$ cat config.mk
export PLATFORM = sky130hd
export DESIGN_NAME = serial_subtractor_ctrl
export DESIGN_NICKNAME = d
export VERILOG_FILES = /design/src/rtl/serial_sub_pkg.sv /design/src/rtl/fs_bit_cell.sv /design/src/rtl/serial_subtractor_ctrl.sv
export SDC_FILE = /design/constraint.sdc
export NUM_CORES = 1
export LEC_CHECK = 0
export BUFFER_PORTS_ARGS = -buffer_cell sky130_fd_sc_hd__buf_2
export CORE_MARGIN = 2
export CORE_UTILIZATION = 40
export DETAILED_ROUTE_END_ITERATION = 8
export PLACE_DENSITY = 0.59
export SLEW_MARGIN = 25
export SYNTH_ARGS = -nofsm -noshare
export SYNTH_HDL_FRONTEND = slang
export SYNTH_SLANG_ARGS = --single-unit
$ cat constraint.sdc
create_clock -name clk -period 3.75 [get_ports clk]
set_clock_uncertainty 0.05 [all_clocks]
set_input_delay 0.75 -clock clk [delete_from_list [all_inputs] [get_ports clk]]
set_output_delay 0.75 -clock clk [all_outputs]
set_load 0.005 [all_outputs]
$ cat src/rtl/serial_sub_pkg.sv
// Shared definitions for the bit-serial subtractor.
//   state_e       : controller states (IDLE, SHIFT, DONE)
//   DEFAULT_WIDTH : default operand width
package serial_sub_pkg;

    typedef enum logic [1:0] {
        IDLE  = 2'd0,
        SHIFT = 2'd1,
        DONE  = 2'd2
    } state_e;

    localparam int DEFAULT_WIDTH = 8;

endpackage

$ cat src/rtl/fs_bit_cell.sv
// Combinational 1-bit full subtractor: a - b - bin.
//   a, b, bin : operand bits and borrow-in
//   d         : difference bit
//   bo        : borrow-out
module fs_bit_cell (
    input  logic a,
    input  logic b,
    input  logic bin,
    output logic d,
    output logic bo
);

    assign d  = a ^ b ^ bin;
    // Borrow when b exceeds a outright, or when they are equal and a borrow
    // is already pending.
    assign bo = (~a & b) | (~(a ^ b) & bin);

endmodule

$ cat src/rtl/serial_subtractor_ctrl.sv
// Bit-serial WIDTH-bit subtractor: sequences one fs_bit_cell over WIDTH
// cycles, LSB first, computing a - b - bin modulo 2^WIDTH.
//   clk, rst_n   : clock (rising edge), async active-low reset
//   start        : request; accepted in IDLE or DONE, ignored while busy
//   a, b, bin    : operands, sampled only on the accepting edge
//   busy         : high while bits are being processed
//   done         : one-cycle pulse when diff/bout are updated
//   diff, bout   : registered result, held until the next done
module serial_subtractor_ctrl
    import serial_sub_pkg::*;
#(
    parameter int WIDTH = DEFAULT_WIDTH,
    parameter int CNT_W = $clog2(WIDTH + 1)
) (
    input  logic             clk,
    input  logic             rst_n,
    input  logic             start,
    input  logic [WIDTH-1:0] a,
    input  logic [WIDTH-1:0] b,
    input  logic             bin,
    output logic             busy,
    output logic             done,
    output logic [WIDTH-1:0] diff,
    output logic             bout
);

    state_e             state_q, state_d;
    logic [WIDTH-1:0]   a_sh_q, a_sh_d;
    logic [WIDTH-1:0]   b_sh_q, b_sh_d;
    logic [WIDTH-1:0]   d_sh_q, d_sh_d;
    logic [WIDTH-1:0]   diff_q, diff_d;
    logic               borrow_q, borrow_d;
    logic               bout_q, bout_d;
    logic [CNT_W-1:0]   cnt_q, cnt_d;

    logic               cell_d;
    logic               cell_bo;
    logic [WIDTH-1:0]   d_sh_next;

    fs_bit_cell u_cell (
        .a   (a_sh_q[0]),
        .b   (b_sh_q[0]),
        .bin (borrow_q),
        .d   (cell_d),
        .bo  (cell_bo)
    );

    // New difference bit enters at the MSB; written as shift/or so that
    // WIDTH=1 needs no zero-width slice.
    assign d_sh_next = (d_sh_q >> 1) | (WIDTH'(cell_d) << (WIDTH - 1));

    always_comb begin
        state_d  = state_q;
        a_sh_d   = a_sh_q;
        b_sh_d   = b_sh_q;
        d_sh_d   = d_sh_q;
        diff_d   = diff_q;
        borrow_d = borrow_q;
        bout_d   = bout_q;
        cnt_d    = cnt_q;

        unique case (state_q)
            IDLE, DONE: begin
                // DONE lasts one cycle; a start here launches back-to-back.
                state_d = IDLE;
                if (start) begin
                    a_sh_d   = a;
                    b_sh_d   = b;
                    borrow_d = bin;
                    cnt_d    = '0;
                    state_d  = SHIFT;
                end
            end
            SHIFT: begin
                a_sh_d   = a_sh_q >> 1;
                b_sh_d   = b_sh_q >> 1;
                d_sh_d   = d_sh_next;
                borrow_d = cell_bo;
                cnt_d    = cnt_q + CNT_W'(1);
                if (cnt_q == CNT_W'(WIDTH - 1)) begin
                    diff_d  = d_sh_next;
                    bout_d  = cell_bo;
                    state_d = DONE;
                end
            end
            default: state_d = IDLE;
        endcase
    end

    always_ff @(posedge clk or negedge rst_n) begin
        if (!rst_n) begin
            state_q  <= IDLE;
            a_sh_q   <= '0;
            b_sh_q   <= '0;
            d_sh_q   <= '0;
            diff_q   <= '0;
            borrow_q <= 1'b0;
            bout_q   <= 1'b0;
            cnt_q    <= '0;
        end else begin
            state_q  <= state_d;
            a_sh_q   <= a_sh_d;
            b_sh_q   <= b_sh_d;
            d_sh_q   <= d_sh_d;
            diff_q   <= diff_d;
            borrow_q <= borrow_d;
            bout_q   <= bout_d;
            cnt_q    <= cnt_d;
        end
    end

    assign busy = (state_q == SHIFT);
    assign done = (state_q == DONE);
    assign diff = diff_q;
    assign bout = bout_q;

endmodule
==> impl_metrics.toml <==
[worst_setup_path]
path_max_fanout = 28
critical_path.startpoint_type = "register"
setup.reg_to_reg.worst_slack_ps = 1960
worst-endpoint-arrival_ps = 1610
setup.worst_path.end_class = "primary output"
timing.setup.critical_path_class = "register to primary output"
cp_data_required_time_ps = 2950
r2r.worst_path.cells = 5
r2r_start = "state_q[1]"
worst_r2r_endpoint = "borrow_q"

[drt]
viasPerCell = 5.154
route.vias.total = 1170
drcViolationCount = 0
antenna_nets_post_route = 0
dr.pass1.iters = 4
routed_wire_length_per_instance_um = 13.64
routed_wl_um = 3097
drt_iter0_drc = 92

[power]
switching_power_mw = 0.5686
power.combinational.fraction = 0.367
power.share.sequential = 0.463
p_int_mw = 1.005
leakagePower_nw = 0.9463
vdd_ir_drop_max_v = 0.0002997
proportion_of_power_drawn_by_the_clock_network = 0.171
p_per_area_nw_per_um2 = 835.3
totalPowerFinal_mw = 1.574
power_switching_share = 0.3613

[timing]
finalSetupTns_ps = 0
setup_viol = 0
finalWorstSetupSlack_ps = 1341
worst_pin_slew_ps = 850.4
final.period_utilization = 0.6424
max_freq_mhz = 415.1
unrepaired_setup_endpoints_after_global_routing = "no"
fin_worst_hold_slack_ps = 418.3
report.final.slew_viol_count = 0
report.final.hold_viol_count = 0
slew-limit-headroom = 0.4331
layout_min_cycle_time_ps = 2409

[yosys]
synth_compound_gate_area_share = 0.1000
synth_enable_flop_cells = 0
synthCells = 147
synthesis.area_per_instance_sq_um = 11.07
synth_top_family_by_area = "simple AND/OR/NAND/NOR gates"
yosys.area_share.simple = 0.1700
yosysSeqAreaShare = 0.6000
postSynthRegisterBits = 39
synth-main-ff-cell = "dfrtp_1"
synthArstFlopShare = 1.000
synth-xor-area-share = 0
synth_fp_nets = 169
synth.yosys.warnings = 0
multiplexer_share_of_the_synthesized_area = 0.07385
yosys.area.top_type_share = 0.6000
yosys.area_share.adder = 0.02000
synth.distinct_cells = 24
synth_area_leaders = "dfrtp_1 60%, nand2_1 8.5%, a22oi_1 6.0%, mux2_2 5.5%, nand3_1 4.3%"
netlist.top_cell.by_area = "dfrtp_1"
syn-cell-area_sq_um = 1627

[cts]
cts.repair.resized = 0
ctsRootBufferMaster = "clkbuf_8"
clkSlewWorstSetupHoldPaths_ps = 70
htree_num_levels = 2
tritoncts.num_buffers = 5
tritoncts_clock_tree = "built"
post-cts-setup-buffers = 0
clk_latency_ps = 290
max-clock-path-buffers = 2
cts_hold_repair.buffers = 0
clock-sinks = 39

[global_routing]
grt_start_max_net_pins = 40
grt_use_met2 = 0.2451
global_router_s_overall_resource_usage = 0.1570
grt_pass1_wl_um = 5202
grtUsageMet3 = 0.05667
grt.met1_usage = 0.1998
grt_pass1_vias = 1119
global_route.peak_usage_layer = "met2"
overflow = 0
antenna_violations_before_repair = 0

[finish]
synthToLayoutAreaGrowth_pct = 15.85
mostFrequentLayoutCell = "dfrtp_1"
fillers = 358
antennaDiodeCount = 0
multi_input_area_sq_um = 591.8
finish.net_count = 198
final_cell_count_no_fill = 227
final_cell_mix = "39 x dfrtp_1, 37 x nand2_1, 30 x buf_2"
area.sequential_sq_um = 975.9
layout-drive-gt1-share = 0.2655

[floorplanning]
design.die.area_sq_um = 4593
standard_cell_rows = 23
dieWidth_um = 67.77
die-height_um = 67.77
core-area_sq_um = 3943
floorplan.initialDensity = 0.4126
ios = 31

[place]
place.detailed.hpwl_um = 2030
worst_slack_placed_ps = 1658
placedCellCount = 219
numPortBuffers = 30
gpl.final_weighted_congestion = 0.7367

[hold_path]
worst_min_delay_path_category = "register to register"
holdPathEnd = "d_sh_q[1]"
worst_min_path_start = "d_sh_q[1]"
hold_critical_path_depth = 2

[run]
number_of_max_capacitance_violations_reported = 0

[status]
run_status = "complete, no violations"
==> area by class of cell <==
| cell class | instances | area share |
|---|---|---|
| clock buffers | 7 | 0.04050 |
| clock inverters | 1 | 0.002656 |
| well taps | 50 | 0.03320 |
| multi-input cells | 95 | 0.3141 |
| inverters | 4 | 0.007968 |
| flip-flops and latches | 39 | 0.5179 |
| repair buffers | 31 | 0.08367 |
==> metal layers <==
layer	vias to the layer above	part of all wire	routed length, um
met3	7	0.063	195
met4	0	0.016	51
met1	567	0.46	1427
met5	-	0	0
li1	563	-	-
met2	33	0.46	1421
==> synthesized netlist by cell type (2+ instances only) <==
cell,count
a221o_1,2
a22o_1,4
a22oi_1,13
buf_1,2
buf_2,2
clkbuf_1,4
dfrtp_1,39
inv_1,3
mux2_2,8
mux2i_1,3
nand2_1,37
nand2b_1,2
nand3_1,14
nor2_1,2
nor2b_1,2
o21ai_0,2
==> power by group through the flow <==
stage | clock network, mW | logic, mW | registers (mW)
global placement | 0 | 0.565 | 0.731
finish | 0.269 | 0.577 | 0.728
global route | 0.292 | 0.668 | 0.759
CTS | 0.277 | 0.588 | 0.731
floorplan | 0 | 0.433 | 0.717
detailed placement | 0 | 0.584 | 0.738
==> worst max-delay path, stage by stage (launching register included) <==
cell,delay (ps)
dfrtp_1,370
nand2b_1,130
buf_4,230
inv_2,380
buf_2,200
==> kinds of logic after synthesis <==
group / Yosys count
simple gates: 61
flops: 39
compound gates: 21
buf+inv: 13
mux: 11
fa+ha+maj: 2
==> per-stage QoR <==
stage	instance area [sq um]	util
floorplan	1627	-
global placement	1803	0.4573
detailed placement	1803	0.4573
CTS	1884	0.4779
global route	1884	0.4779
finish	1884	0.4779
==> flip-flops by register name, indices dropped and copies added, names as in the netlist <==
name      cells
a_sh_q        8
cnt_q         4
b_sh_q        8
diff          8
bout          1
state_q       2
borrow_q      1
d_sh_q        7
==> how the worst max path moves through the flow <==
stage               start    to  cells after the start
6_report       state_q[1]  busy                      4
5_1_grt        state_q[1]  busy                      4
4_1_cts        state_q[1]  busy                      4
3_5_place_dp   state_q[1]  busy                      4
3_3_place_gp   state_q[1]  busy                      4
2_1_floorplan  state_q[1]  busy                      4
No activity file was read; power rests on OpenSTA's default activity.
